## src/rtl/riscv_pkg.sv

```systemverilog
// Shared definitions for the RISC-V run controller: FSM state encoding and
// the two instruction encodings that end a program.
package riscv_pkg;

  typedef enum logic [1:0] {
    RUN_RESET   = 2'd0,
    RUN_RUN     = 2'd1,
    RUN_HALTED  = 2'd2,
    RUN_TIMEOUT = 2'd3
  } run_state_t;

  localparam logic [31:0] INSTR_ECALL    = 32'h0000_0073;
  localparam logic [31:0] INSTR_JAL_SELF = 32'h0000_006F;

  function automatic logic is_halt_instr(input logic [31:0] instr);
    return (instr == INSTR_ECALL) || (instr == INSTR_JAL_SELF);
  endfunction

endpackage

```

## src/rtl/riscv_run_ctrl_rst_stretch.sv

```systemverilog
// Holds core_rst high after rst falls; core_rst drops on the RST_CYCLES-th
// edge that samples rst low, the same edge on which the run controller enters RUN.
module rst_stretch #(
  parameter int RST_CYCLES = 4
) (
  input  logic clk,
  input  logic rst,
  output logic core_rst,
  output logic rst_done
);

  localparam int RW = (RST_CYCLES > 1) ? $clog2(RST_CYCLES) : 1;
  localparam logic [RW-1:0] LAST = RW'(RST_CYCLES - 1);

  logic [RW-1:0] rst_cnt;

  assign rst_done = core_rst && (rst_cnt == LAST);

  always_ff @(posedge clk) begin
    if (rst) begin
      rst_cnt  <= '0;
      core_rst <= 1'b1;
    end else if (core_rst) begin
      if (rst_cnt == LAST) core_rst <= 1'b0;
      else                 rst_cnt  <= rst_cnt + 1'b1;
    end
  end

endmodule

```

## src/rtl/riscv_run_ctrl.sv

```systemverilog
// Run controller beside the core: reset stretch, cycle/instret counters, halt and
// watchdog detection, sticky verdict. Define RUN_CTRL_SIG_CHECK_EN to grade by signature.
module riscv_run_ctrl
  import riscv_pkg::*;
#(
  parameter int XLEN       = 32,
  parameter int CNT_W      = 32,
  parameter int RST_CYCLES = 4,
  parameter int MAX_CYCLES = 1000,
  parameter logic [XLEN-1:0] EXPECT_SIG = '0
) (
  input  logic             clk,
  input  logic             rst,
  output logic             core_rst,
  input  logic             retire_i,
  input  logic [XLEN-1:0]  pc_i,
  input  logic [31:0]      instr_i,
  input  logic [XLEN-1:0]  sig_i,
  output logic             done,
  output logic             pass,
  output logic             timeout,
  output logic [XLEN-1:0]  halt_pc,
  output logic [CNT_W-1:0] cycle_cnt,
  output logic [CNT_W-1:0] instret_cnt
);

  run_state_t state, state_next;
  logic rst_done;
  logic halt_ev;
  logic wd_ev;
  logic halt_pass;

  rst_stretch #(.RST_CYCLES(RST_CYCLES)) u_rst_stretch (
    .clk      (clk),
    .rst      (rst),
    .core_rst (core_rst),
    .rst_done (rst_done)
  );

  assign halt_ev = retire_i && is_halt_instr(instr_i);
  assign wd_ev   = (cycle_cnt == CNT_W'(MAX_CYCLES - 1));

`ifdef RUN_CTRL_SIG_CHECK_EN
  assign halt_pass = (sig_i == EXPECT_SIG) && (instr_i == INSTR_ECALL);
`else
  logic sig_unused;
  assign sig_unused = ^{sig_i, EXPECT_SIG};
  assign halt_pass  = 1'b1;
`endif

  always_ff @(posedge clk) begin
    if (rst) state <= RUN_RESET;
    else     state <= state_next;
  end

  always_comb begin
    state_next = state;
    case (state)
      RUN_RESET: if (rst_done) state_next = RUN_RUN;
      RUN_RUN: begin
        if (halt_ev)    state_next = RUN_HALTED;
        else if (wd_ev) state_next = RUN_TIMEOUT;
      end
      default: state_next = state;
    endcase
  end

  // Halt has priority over the watchdog when both land in the same cycle.
  always_ff @(posedge clk) begin
    if (rst) begin
      cycle_cnt   <= '0;
      instret_cnt <= '0;
      halt_pc     <= '0;
      done        <= 1'b0;
      pass        <= 1'b0;
      timeout     <= 1'b0;
    end else if (state == RUN_RUN) begin
      cycle_cnt <= cycle_cnt + 1'b1;
      if (retire_i) instret_cnt <= instret_cnt + 1'b1;
      if (halt_ev) begin
        halt_pc <= pc_i;
        done    <= 1'b1;
        pass    <= halt_pass;
      end else if (wd_ev) begin
        done    <= 1'b1;
        timeout <= 1'b1;
        pass    <= 1'b0;
      end
    end
  end

endmodule
```

## config.mk

```make
export PLATFORM = sky130hd
export DESIGN_NAME = riscv_run_ctrl
export DESIGN_NICKNAME = d
export VERILOG_FILES = /design/src/rtl/riscv_pkg.sv /design/src/rtl/riscv_run_ctrl_rst_stretch.sv /design/src/rtl/riscv_run_ctrl.sv
export SDC_FILE = /design/constraint.sdc
export NUM_CORES = 1
export LEC_CHECK = 0
export ABC_CLOCK_PERIOD_IN_PS = 2880
export BUFFER_PORTS_ARGS = -buffer_cell sky130_fd_sc_hd__buf_4
export CORE_ASPECT_RATIO = 2
export CORE_UTILIZATION = 48
export CTS_BUF_LIST = sky130_fd_sc_hd__clkbuf_16
export CTS_CLUSTER_DIAMETER = 80
export DETAILED_ROUTE_END_ITERATION = 7
export PLACE_DENSITY = 0.8
export SKIP_LAST_GASP = 1
export SLEW_MARGIN = 25
export SYNTH_ARGS = -nofsm -noshare
export SYNTH_HDL_FRONTEND = slang
export SYNTH_SLANG_ARGS = --single-unit
```

## constraint.sdc

```tcl
create_clock -name clk -period 2.88 [get_ports clk]
set_input_delay 0.576 -clock clk [delete_from_list [all_inputs] [get_ports clk]]
set_output_delay 0.576 -clock clk [all_outputs]
set_load 0.02 [all_outputs]
```

==> After elaboration in Yosys (flattened, before gate mapping) <==
Cells that the tools add are included.
W data, S select, Z words.
{ "word_totals": {"register_bits": 104, "word_cells": 43} }
{ "classes": {"mux": 10, "n_reduce_logical": 12, "eq_ne": 7, "n_bitwise": 2, "addsub": 3} }
{ "ops": {"columns": ["op", "count"], "rows": [
  ["$add A32 B1 Y32 const B", 2],
  ["$eq A32 B7 Y1 const B", 2],
  ["$eq A32 B10 Y1 const B", 1],
  ["$reduce_and A2 Y1", 4],
  ["$mux W1", 6],
  ["$mux W2", 3],
  ["$reduce_and A3 Y1", 2],
  ["$pmux W2 S2", 1],
  ["$reduce_bool A2 Y1", 2],
  ["$ne A3 B3 Y1 const B", 1],
  ["$add A2 B1 Y2 const B", 1],
  ["$eq A2 B1 Y1 const B", 1],
  ["$eq A2 B2 Y1 const B", 1],
  ["$logic_and A1 B1 Y1", 2],
  ["$logic_not A2 Y1", 1],
  ["$ne A2 B2 Y1 const B", 1],
  ["$not A1 Y1", 2],
  ["$logic_or A1 B1 Y1", 1]
]} }

==> Longest topological paths before layout <==
Gate-level depths: netlist (run 1).
{ "depth": {"ltp_word": 5, "ltp_mapped": 7, "depth_no_buf": 5} }

==> Cells and area by module <==
Synthesis (run 1) repeated with hierarchy kept, for this count alone.
{ "hier_totals": {"hier_cells": 561, "area_unflattened_um2": 4887.2} }
{ "by_module_without_submodules": {"columns": ["mod", "seq_area_each_um2", "area_per_inst_um2", "cells_per_inst", "instances"], "rows": [
  ["riscv_run_ctrl", 2021.9, 4739.5, 548, 1],
  ["rst_stretch", 60.1, 147.6, 13, 1]
]} }

==> Worst setup path after synthesis (run 1) <==
Ideal clock, no wire load.
{ "synth_path": {"path_type": "register -> register", "from": "register cycle_cnt[0]", "to": "register cycle_cnt[30]", "stages_incl_launch_ff": 7, "path_slack_ns": 0.673, "required_ns": 2.810, "setup_ns": 0.070, "arrival_time_ns": 2.137, "path_buffers": 1, "path_cell_list": "dfxtp_1 ha_1 nand4b_2 or4_1 buf_2 or4_1 a21oi_1"} }
{ "synth_via": {"elab_chain_cells": 1} }
{ "synth_lines": {"columns": ["element", "line", "text"], "rows": [
  ["start: declaration", "riscv_run_ctrl.sv:23", "output logic [CNT_W-1:0] cycle_cnt,"],
  ["start signal: assignment", "riscv_run_ctrl.sv:78", "cycle_cnt <= cycle_cnt + 1'b1;"],
  ["$add A32 B1 Y32", "riscv_run_ctrl.sv:78", null]
]} }
No other way between the ends.
A chain may end at the register's enable or synchronous reset.

==> Final worst setup path (run 1) <==
{ "layout_path": {"from": "register cycle_cnt[0]", "to": "register cycle_cnt[26]"} }
Same word-level chain as after synthesis.

==> flow_metrics.tcl, run 1 <==
set metrics [dict create \
    first_pass_iters 7 \
    use_met2_pct 45.15 \
    timing.fmax_mhz 393.8 \
    num_vias 4777 \
    synth_compound_area_share_pct 11.33 \
    hold_buffers 0 \
    leakagePower_nw 2.468 \
    layout_min_cycle_time_ps 2540 \
    synthXorXnorAreaFrac_pct 3.473 \
    grt_overflow 0 \
    synthArstFlopShare_pct 0 \
    synth_top_family_by_area "simple AND/OR/NAND/NOR gates" \
    cts.sinks 104 \
    synthSimpleGateAreaFrac_pct 29.67 \
    final_cell_mix "171 x buf_4, 104 x dfxtp_1, 91 x nand2_1" \
    synth_warnings 0 \
    maxCapViolCount 0 \
    synth.top_cell.area_share_pct 43.46 \
    grt_max_degree 70 \
    worst_pin_slew_ps 700.6 \
    wirelength_um 12450 \
    grt_usage_pct 24.23 \
    clk_latency_ps 340 \
    slowest_stage "or4_1" \
    grt-busiest-layer "met2" \
    numCtsBuffers 9 \
    grt_pass1_vias 4519 \
    required_ps 3150 \
    drtIter0Drc 215 \
    synth_ff_type "dfxtp_1" \
    critPathMaxFanout 17 \
    synthTopCellsByArea "dfxtp_1 43%, nand2_1 7.1%, mux2i_1 7.1%" \
    path_class "reg2reg" \
    status "finished clean" \
    synth_mux_area_share_pct 7.339 \
    cts_tree "yes" \
    cts.reportedPaths.clkPinSlew_ps 70 \
    synthesis.nets 664 \
    clock-root-buffer "clkbuf_16" \
    finClkSkew_ps 8.661 \
    fin_util_pct 66.10 \
    cts_setup_buffers 0 \
    syn_area_per_cell_um2 8.525 \
    final.setup.tns_ps 0 \
    synth_area_um2 4791 \
    cp_common_cell "or4_1" \
    postLayoutCellArea_um2 6411 \
    avgViaCountPerCell 5.660 \
    antenna_found_initial 0 \
    critPathArrivalTime_ps 2810 \
    synthCells 562 \
    core-area_um2 9699 \
    cts.path.max_buffers 2 \
    yosys.area.top_type "dfxtp_1" \
    setup_viol 0 \
    htree_levels 3 \
    dpl.hpwl_um 9201 \
    synth_fa_ha_area_share_pct 0.7835 \
    grt_pass1_wl_um 20110 \
    place_congestion 0.8894 \
    routedWlPerCell_um 14.75 \
    rows 51 \
    crit_path_start_kind "register" \
    diodes 0 \
    antenna_left 0 \
    ioPinCount 199 \
    finalCritPeriodShare_pct 88.18 \
    nNetsFinal 809 \
    slew_viol_final 0 \
    crit_chain "ha_1, nand4b_2, or4_1, or4_1, a21oi_1" \
    chipWidth_um 72.65 \
    ys_ff_latch 104 \
    n_fill_cell 836 \
    cts_resized 0 \
    finalHoldViolations 0 \
    hold_class "reg2reg" \
    fp.dieH_um 143.3 \
    ir_drop_uv 415.4 \
    maxSlewHeadroom_pct 53.29 \
    die-area_um2 10410 \
    p_per_area_nw_per_um2 460.8 \
    synth.yosys.seq_area_share_pct 43.46 \
    portBuffers 166 \
    drc 0 \
    final_common_cell "buf_4" \
    syn2layout_area_growth_pct 33.82 \
    drive_above_1_share_pct 27.11 \
    start_util_pct 49.39 \
    synth_edf_count 0 \
    end_kind "register" \
    dpl_cell_area_um2 6111 \
    grtUsageMet1_pct 25.26 \
    slowest_delay_ps 810 \
    synthDistinctLibCells 41 \
    grt_setup_unrepaired "no" \
    use_met3_pct 5.787 \
]
-- power breakdown --
part	switching (mW)	internal (mW)	total, mW
combinational	0.105	0.117	0.222
sequential	0.0250	1.46	1.48
clock	0.566	0.683	1.25
-- final timing paths --
check	start	endpoint	slack [ps]	cells after the start
hold reg to reg	halt_pc[11]$_SDFFE_PP0P_	halt_pc[11]$_SDFFE_PP0P_	460	2
hold / removal	halt_pc[11]$_SDFFE_PP0P_	halt_pc[11]$_SDFFE_PP0P_	460	2
setup / recovery	cycle_cnt[0]$_SDFFE_PP0P_	cycle_cnt[26]$_SDFFE_PP0P_	340	5
setup reg to reg	cycle_cnt[0]$_SDFFE_PP0P_	cycle_cnt[26]$_SDFFE_PP0P_	340	5
-- logic make-up after synthesis --
family / after synthesis
AOI/OAI and AO/OA: 92
xor gates and xnor gates: 19
adders and majority gates: 3
buffers and inverters: 47
DFF: 104
muxes: 35
and+or+nand+nor: 262
-- registers in the layout (all words and copies together) (netlist names) --
name / cells
cycle_cnt: 32
u_rst_stretch.core_rst: 1
state: 2
u_rst_stretch.rst_cnt: 2
done: 1
halt_pc: 32
pass: 1
timeout: 1
instret_cnt: 32
-- final cells by class --
type | count | area, µm² | share of cell area [%]
Tap cell | 132 | 165.2 | 2.576
Multi-Input combinational cell | 411 | 2526 | 39.40
Sequential cell | 104 | 2082 | 32.47
Inverter | 9 | 33.78 | 0.5269
Clock inverter | 7 | 75.07 | 1.171
Timing Repair Buffer | 172 | 1304 | 20.34
Clock buffer | 9 | 225.2 | 3.513
-- metrics by stage --
| stage | setup slack, ps | power, mW | cells | hold slack [ps] |
|---|---|---|---|---|
| 2_1_floorplan | 672.6 | 1.627 | 562 | 464.6 |
| 3_3_place_gp | 454.6 | 1.731 | 828 | 443.1 |
| 3_5_place_dp | 378.9 | 1.742 | 828 | 447.8 |
| 4_1_cts | 365.5 | 2.980 | 844 | 459.7 |
| 5_1_grt | 232.7 | 3.065 | 844 | 469.7 |
| 6_report | 340.4 | 2.954 | 844 | 460.5 |
-- critical path: cells and delay by family, from the launching register on --
family / cells / cell delay [ps]
fa+ha+maj: 1 / 240
compound gates: 1 / 170
simple gates: 3 / 1640
flops: 1 / 420
-- routing by layer --
layer	vias to the layer above	wire length [µm]	share of wire (%)
li1	2342	-	-
met1	2253	4705	38
met2	168	6839	55
met3	14	722	5.8
met4	0	182	1.5
met5	-	0	0
-- synth_stat cells, types with 2 or more instances --
cell type,count
buf_2,9
xor2_1,8
and4b_1,2
o31ai_1,29
or3_1,18
o21ai_0,15
nand3_1,22
inv_1,8
and2_1,2
dfxtp_1,104
nand2_1,91
buf_1,4
and4_1,8
nor3_1,6
clkbuf_1,24
xnor2_1,11
and3_1,3
nor4_1,13
a21oi_1,44
nor2_1,29
nor2b_1,3
or4_1,34
ha_1,3
nand4_1,21
nor4b_1,2
mux2i_1,34
No activity file was read; power rests on OpenSTA's default activity.
==> run 2: changes to the inputs <==
--- a/config.mk
+++ b/config.mk
@@ -5,14 +5,15 @@
 export SDC_FILE = /design/constraint.sdc
 export NUM_CORES = 1
 export LEC_CHECK = 0
+export ABC_AREA = 1
 export ABC_CLOCK_PERIOD_IN_PS = 2880
 export BUFFER_PORTS_ARGS = -buffer_cell sky130_fd_sc_hd__buf_4
 export CORE_ASPECT_RATIO = 2
-export CORE_UTILIZATION = 48
+export CORE_UTILIZATION = 51
 export CTS_BUF_LIST = sky130_fd_sc_hd__clkbuf_16
 export CTS_CLUSTER_DIAMETER = 80
 export DETAILED_ROUTE_END_ITERATION = 7
-export PLACE_DENSITY = 0.8
+export PLACE_DENSITY = 0.81
 export SKIP_LAST_GASP = 1
 export SLEW_MARGIN = 25
 export SYNTH_ARGS = -nofsm -noshare
==> flow_metrics.tcl, run 2 <==
set metrics [dict create \
    cts.reportedPaths.clkPinSlew_ps 80 \
    required_ps 3130 \
    core-area_um2 10950 \
    final_cells 1258 \
    cts_resized 0 \
    hp-start "u_rst_stretch.rst_cnt[0]$_SDFFE_PP0P_" \
    status "finished clean" \
    finalCritPeriodShare_pct 70.09 \
    yosys-top-cells-count "263 x nand2_1, 200 x nor2_1, 128 x inv_1" \
    cts_setup_buffers 0 \
    synthesis.nets 1059 \
    cts.sinks 104 \
    nNetsFinal 1215 \
    synth_edf_count 0 \
    leakagePower_nw 3.175 \
    dpl.hpwl_um 13800 \
    worstHoldPathCells 2 \
    placed_cells_incl_taps 1242 \
    finClkSkew_ps 11.21 \
    synthArstFlopShare_pct 0 \
    dpl_cell_area_um2 7121 \
    end_kind "register" \
    power_frac_comb_pct 10.5 \
    rows 54 \
    worst_pin_slew_ps 543.6 \
    fp.dieH_um 152.2 \
    synthTopCellsByArea "dfxtp_1 36%, nand2_1 17%, nor2_1 13%" \
    min_to "u_rst_stretch.rst_cnt[0]$_SDFFE_PP0P_" \
    critPathMaxFanout 6 \
    routedWlPerCell_um 14.08 \
    syn_area_per_cell_um2 6.014 \
    finalHoldViolations 0 \
    seq_power_share_pct 47.7 \
    synth_area_um2 5756 \
    reg2reg_to "cycle_cnt[22]$_SDFFE_PP0P_" \
    fin_util_pct 67.89 \
    start_util_pct 52.58 \
    num_vias 6563 \
    chipWidth_um 77.12 \
    ys_ff_latch 104 \
    place_congestion 0.9814 \
    synth.yosys.seq_area_share_pct 36.17 \
    yosysMostFrequentCell "nand2_1" \
    htree_levels 3 \
    syn2layout_area_growth_pct 29.11 \
    portBuffers 166 \
    numCtsBuffers 9 \
    synth_warnings 0 \
    r2r_start "cycle_cnt[10]$_SDFFE_PP0P_" \
    p_per_area_nw_per_um2 417.8 \
    synth.top_cell.area_share_pct 36.17 \
    first_pass_iters 5 \
    power_mw 3.105 \
    synthDistinctLibCells 29 \
    rrSetupSlack_ps 860 \
    antenna_found_initial 0 \
    layout_min_cycle_time_ps 2019 \
    ir_drop_uv 324.4 \
    yosys.area.top_type "dfxtp_1" \
    maxCapViolCount 0 \
    slew_viol_final 0 \
    path_class "reg2reg" \
    synth_ff_type "dfxtp_1" \
    drtIter0Drc 290 \
    clk_latency_ps 350 \
    grt_max_degree 58 \
    grt_pass1_vias 6159 \
    worst_slack_ps 861.5 \
    postLayoutCellArea_um2 7431 \
    setup_viol 0 \
    critPathArrivalTime_ps 2260 \
    antenna_left 0 \
    die-area_um2 11740 \
    maxSlewHeadroom_pct 63.63 \
    crit_path_start_kind "register" \
    avgViaCountPerCell 5.217 \
    switching_share_pct 26.45 \
    ioPinCount 199 \
    cts_tree "yes" \
    p_int_mw 2.284 \
    reg_top3 "cycle_cnt: 32 flops, halt_pc: 32 flops, instret_cnt: 32 flops" \
    switching_power_mw 0.8211 \
    final.setup.tns_ps 0 \
    timing.fmax_mhz 495.4 \
    power.share.clock_pct 41.7 \
    dp_slack_ps 703.7 \
    final_cell_mix "263 x nand2_1, 198 x nor2_1, 175 x buf_4" \
    grt_overflow 0 \
    grt_usage_pct 30.24 \
    hold_buffers 0 \
    final_common_cell "nand2_1" \
    diodes 0 \
    grt_setup_unrepaired "no" \
    timing.reg2reg.worst_path_depth 7 \
    cts.path.max_buffers 2 \
    hold_class "reg2reg" \
    clock-root-buffer "clkbuf_16" \
    drive_above_1_share_pct 18.69 \
    grt_pass1_wl_um 28170 \
    hold_ws_ps 470.7 \
    wirelength_um 17710 \
    drc 0 \
    synthCells 957 \
]
run 2: cell type report:
class,count,area (µm²)
Tap cell,140,175.2
Fill cell,1061,3515
Multi-Input combinational cell,694,3065
Inverter,129,484.2
Timing Repair Buffer,175,1314
Clock buffer,9,225.2
Clock inverter,7,85.08
Sequential cell,104,2082
run 2: cells by family (layout without fill, tap and decap cells):
| family | count (synthesis) | in the layout | share of synthesized area [%] |
|---|---|---|---|
| AND/OR/NAND/NOR | 589 | 589 | 42.98 |
| buffers and inverters | 159 | 320 | 10.65 |
| flip-flops | 104 | 104 | 36.17 |
| AO/OA/AOI/OAI | 97 | 97 | 8.783 |
| XOR/XNOR | 5 | 5 | 0.7610 |
| adder cells (fa/ha/maj) | 3 | 3 | 0.6522 |
run 2: critical path, stage by stage (launching register included):
cell	delay, ps
dfxtp_1	430
nand2_1	100
nor2_1	450
nand4_1	420
nor2_1	300
nand3_1	110
nand2_1	70
nor2_1	40
run 2: power by group through the flow:
stage / clock network (mW) / registers, mW / logic, mW
final: 1.30 / 1.48 / 0.327
after CTS: 1.32 / 1.48 / 0.329
after global routing: 1.37 / 1.48 / 0.365
after global placement: 0 / 1.52 / 0.325
after floorplan: 0 / 1.52 / 0.182
after detailed placement: 0 / 1.52 / 0.327
run 2: worst max-delay path by stage:
stage                                startpoint                           end  slack [ps]  cells after the start
floorplan           instret_cnt[1]$_SDFFE_PP0P_  instret_cnt[22]$_SDFFE_PP0P_        1230                      8
global placement                       retire_i  instret_cnt[24]$_SDFFE_PP0P_         780                      8
detailed placement                   instr_i[7]      halt_pc[10]$_SDFFE_PP0P_         700                      9
CTS                   cycle_cnt[0]$_SDFFE_PP0P_    cycle_cnt[22]$_SDFFE_PP0P_         890                      8
global route          cycle_cnt[1]$_SDFFE_PP0P_    cycle_cnt[22]$_SDFFE_PP0P_         670                      8
finish               cycle_cnt[10]$_SDFFE_PP0P_    cycle_cnt[22]$_SDFFE_PP0P_         860                      7
run 2: routing by layer:
metal	share of wire [%]	track usage (%)	up-vias
met3	4.6	4.731	80
li1	-	-	3329
met4	6.9	21.29	0
met1	35	28.33	2939
met5	0	0	-
met2	54	57.70	215
